===== config.mk =====
export PLATFORM = sky130hd
export DESIGN_NAME = seq_shifter
export DESIGN_NICKNAME = d
export VERILOG_FILES = /design/src/rtl/seq_shifter.sv
export SDC_FILE = /design/constraint.sdc
export NUM_CORES = 1
export LEC_CHECK = 0
export BUFFER_PORTS_ARGS = -buffer_cell sky130_fd_sc_hd__buf_2
export CAP_MARGIN = 30
export CORE_ASPECT_RATIO = 0.7
export CORE_UTILIZATION = 54
export DETAILED_ROUTE_END_ITERATION = 16
export HOLD_SLACK_MARGIN = 0.03
export PLACE_DENSITY = 0.91
export SLEW_MARGIN = 20
export SYNTH_ARGS = -nofsm -noshare
export SYNTH_HDL_FRONTEND = slang
export SYNTH_SLANG_ARGS = --single-unit
export TNS_END_PERCENT = 10

===== constraint.sdc =====
create_clock -name clk_i -period 3.3 [get_ports clk_i]
set_input_delay 0.165 -clock clk_i [delete_from_list [all_inputs] [get_ports clk_i]]
set_output_delay 0.165 -clock clk_i [all_outputs]
set_load 0.02 [all_outputs]

===== src/rtl/seq_shifter.sv =====
// Multi-cycle shifter: SLL/SRL/SRA of up to STEP bits per cycle with valid/ready handshakes.
// Define SEQ_SHIFTER_ROTATE_EN to make mode 2'b10 a rotate-left; otherwise it aliases SLL.
module seq_shifter #(
    parameter int unsigned WIDTH = 32,
    parameter int unsigned STEP  = 1
) (
    input  logic                     clk_i,
    input  logic                     rst_ni,
    input  logic                     in_valid_i,
    output logic                     in_ready_o,
    input  logic [WIDTH-1:0]         value_i,
    input  logic [$clog2(WIDTH)-1:0] shamt_i,
    input  logic [1:0]               mode_i,
    output logic                     out_valid_o,
    input  logic                     out_ready_i,
    output logic [WIDTH-1:0]         value_o,
    output logic                     busy_o
);

    localparam int unsigned SW = $clog2(WIDTH);

    typedef enum logic [1:0] {StIdle, StShift, StDone} state_e;

    state_e           state_q, state_d;
    logic [WIDTH-1:0] data_q, data_d;
    logic [SW-1:0]    rem_q, rem_d;
    logic [1:0]       mode_q, mode_d;

    logic [SW:0]      step_w;
    logic [SW:0]      rem_ext;
    logic [SW:0]      k;
    logic [WIDTH-1:0] shifted;

    assign step_w  = STEP[SW:0];
    assign rem_ext = {1'b0, rem_q};
    assign k       = (rem_ext < step_w) ? rem_ext : step_w;

`ifdef SEQ_SHIFTER_ROTATE_EN
    logic [SW:0] width_w;
    assign width_w = WIDTH[SW:0];
`endif

    always_comb begin
        shifted = data_q << k;
        case (mode_q)
            2'b01:   shifted = data_q >> k;
            // Working register MSB never changes under SRA, so it is the operand's sign.
            2'b11:   shifted = WIDTH'($signed(data_q) >>> k);
`ifdef SEQ_SHIFTER_ROTATE_EN
            2'b10:   shifted = (data_q << k) | (data_q >> (width_w - k));
`else
            2'b10:   shifted = data_q << k;
`endif
            default: shifted = data_q << k;
        endcase
    end

    always_comb begin
        state_d = state_q;
        data_d  = data_q;
        rem_d   = rem_q;
        mode_d  = mode_q;
        unique case (state_q)
            StIdle: begin
                if (in_valid_i) begin
                    data_d  = value_i;
                    mode_d  = mode_i;
                    rem_d   = shamt_i;
                    state_d = (shamt_i == '0) ? StDone : StShift;
                end
            end
            StShift: begin
                data_d = shifted;
                rem_d  = rem_q - k[SW-1:0];
                if (rem_ext == k) begin
                    state_d = StDone;
                end
            end
            StDone: begin
                if (out_ready_i) begin
                    state_d = StIdle;
                end
            end
            default: state_d = StIdle;
        endcase
    end

    always_ff @(posedge clk_i) begin
        if (!rst_ni) begin
            state_q <= StIdle;
            data_q  <= '0;
            rem_q   <= '0;
            mode_q  <= '0;
        end else begin
            state_q <= state_d;
            data_q  <= data_d;
            rem_q   <= rem_d;
            mode_q  <= mode_d;
        end
    end

    assign in_ready_o  = (state_q == StIdle);
    assign out_valid_o = (state_q == StDone);
    assign busy_o      = (state_q != StIdle);
    assign value_o     = data_q;

endmodule

==> flow_summary.json <==
{
  "outcome": "completed",
  "layout-drive-gt1-share": 0.310,
  "initial_core_util": 0.583,
  "worstSkewPairLatency_ns": 0.29,
  "power.density_nw_per_um2": 575,
  "hold_viol": 0,
  "cp_data_arrival_time_ns": 2.43,
  "critPathCaptureType": "flop",
  "die_w_um": 81.2,
  "crit_buf_inv": 1,
  "skew_ns": 0.00701,
  "place_worst_setup_slack_ns": 1.14,
  "cts-buffers-inserted": 5,
  "grt_pass1_wl_mm": 10.2,
  "setup-tns-final_ns": 0,
  "hold_end": "mode_q[0]",
  "cts_hold_buffers": 0,
  "crit_required_ns": 3.51,
  "fillCellCount": 323,
  "gr-usage-all-layers": 0.287,
  "dpl.hpwl_mm": 4.30,
  "clock-sinks": 41,
  "diodes": 0,
  "path_class": "reg2reg",
  "die_area_um2": 4660,
  "placed_area_um2": 2720,
  "root_buffer": "clkbuf_8",
  "min_from": "mode_i[0]",
  "dp.cells": 376,
  "multi_input_area_um2": 1400,
  "ir_worst_vdd_mv": 0.329,
  "antenna_found_initial": 0,
  "post_cts_buffers": 0,
  "regArea_um2": 822,
  "gp_congestion": 0.878,
  "grt_util_met3": 0.0736,
  "num_vias": 2359,
  "ys_async_sr_fraction": 0,
  "met1_usage": 0.419,
  "synth.avg_cell_area_um2": 8.77,
  "stdcell_count": 384,
  "whs_path_depth": 3,
  "cts_tree": "done",
  "rsz0062_at_grt": "false",
  "synth_top_area_cell": "dfxtp_1",
  "synth.distinct_cells": 52,
  "synth_top_cell_area_share": 0.347,
  "syn2layout_area_growth_pct": 18.9,
  "tightest_slew_ns": 0.968,
  "grt_pass1_vias": 2057,
  "r2r-end": "value_o[14]",
  "fp.coreArea_um2": 4070,
  "drtIter0Drc": 211,
  "timing.fmax_ghz": 0.449,
  "grt_max_degree": 37,
  "via_per_inst": 6.14,
  "cts-htree-levels": 2,
  "yosysMostFrequentCell": "dfxtp_1",
  "portBuffers": 77,
  "reg2regPathDepth": 5,
  "drc": 0,
  "cpLargestDelayFamily": "compound AO/OA/AOI/OAI gates",
  "drv_cap": 0,
  "path_cells": "o21bai_1, a31oi_2, nor2b_1, buf_6, o2bb2ai_1",
  "ios": 78,
  "startpoint_type": "flop",
  "cp_slowest_cell": "nor2b_1",
  "clockBufferDepth": 2,
  "fin_crit_ns": 2.23,
  "max-slew-margin-rel": 0.355,
  "grt.overflow.total": 0,
  "netlist_instances": 270,
  "use_met2": 0.426,
  "first_pass_iters": 4,
  "ant_nets": 0,
  "timing.rr.start": "state_q[0]",
  "stdcell_area_um2": 2820,
  "r2r_slack_ns": 1.07,
  "timing.final.crit_share": 0.675,
  "die_h_um": 57.4,
  "worst_slack_ns": 1.07,
  "rows": 19,
  "syn_nets": 314,
  "wl_mm": 6.41,
  "final_nets": 376,
  "cts_resized": 0,
  "drv_slew": 0,
  "hp-class": "in2reg",
  "critPathMaxStageDelay_ns": 0.63,
  "synth-seq-area-share": 0.347,
  "crit_path_max_fanout": 13,
  "syn_area_um2": 2370,
  "wl_per_cell_um": 16.7,
  "synth_edf_count": 0,
  "top_usage_layer": "met2",
  "clkTransAtPathRegs_ns": 0.08,
  "p_leak_nw": 1.16,
  "synth_common_cells": "dfxtp_1 (41), nand2_1 (23), mux2i_1 (21)",
  "yosysWarnings": 0,
  "synth_area_leaders": "dfxtp_1 (35%), mux2i_1 (8.9%), o2bb2ai_1 (6.3%)",
  "setup_viol": 0,
  "ys.flop_type": "dfxtp_1",
  "power_mw": 1.62,
  "synth-seq-cells": 41
}
==> worst max-delay path by stage <==
stage                          start  depth (start not counted)           to  slack, ns
after detailed placement    rem_q[2]                          5  value_o[14]       1.14
after floorplan             rem_q[1]                          7     rem_q[4]       1.55
final                     state_q[0]                          5  value_o[14]       1.07
after global placement      rem_q[2]                          4  value_o[23]       0.93
after CTS                   rem_q[2]                          5  value_o[14]       1.09
after global routing      state_q[1]                          5  value_o[14]       0.93
==> stage by stage <==
stage                util  hold slack [ns]
floorplan               -            0.321
global placement    0.666            0.425
detailed placement  0.669            0.430
CTS                 0.690            0.129
global route        0.693            0.127
finish              0.693            0.130
==> layout by cell type, fill, tap and decap left out, types with 3 or more instances in the layout <==
cell type  netlist  final
clkbuf_8         0      6
o21ai_1         12     12
buf_2           11     77
a22oi_1         10     10
nand3_1          5      5
nor2_1          14     14
a21oi_1         14     14
o22ai_1         12     12
buf_4            1      3
o31ai_1          3      3
nand2b_1         5      5
o2bb2ai_1       17     17
o21ai_0          4      4
mux2_2           6      6
mux2i_1         21     21
dfxtp_1         41     40
nand2_1         23     23
nor3_1           4      4
nor2b_1          5      4
o211ai_1         3      3
a32oi_1          7      7
a211oi_1         3      3
==> area by class of cell <==
type,count,share of cell area
multi-input combinational,199,0.498
tap,52,0.0231
timing repair buffer,82,0.153
clock buffer,7,0.0307
sequential,41,0.292
inverter,3,0.00400
==> cell families after synthesis <==
group / synth area share
compound gates: 0.300
simple gates: 0.152
flops: 0.347
buf+inv: 0.0629
mux: 0.127
xor+xnor: 0.00740
fa+ha+maj: 0.00528
==> layer usage <==
metal,vias to the layer above,wire length [um]
li1,1148,-
met1,1095,2970
met2,110,2870
met3,6,523
met4,0,48
met5,-,0
==> flip-flops by register name, indices dropped and copies added (netlist names) <==
| signal | cells |
|---|---|
| mode_q | 2 |
| rem_q | 5 |
| value_o | 32 |
| state_q | 2 |
==> worst register-to-register path, stage by stage, from the launching register on <==
cell and delay [ns]:
dfxtp_1 0.36, o21bai_1 0.52, a31oi_2 0.26, nor2b_1 0.63, buf_6 0.24, o2bb2ai_1 0.14
==> report_power, final <==
part | internal [mW] | total (mW) | switching (mW)
Clock | 0.166 | 0.331 | 0.165
Sequential | 0.569 | 0.678 | 0.109
Combinational | 0.241 | 0.610 | 0.369
Total | 0.976 | 1.62 | 0.643
Power figures use the tool's default switching activity.
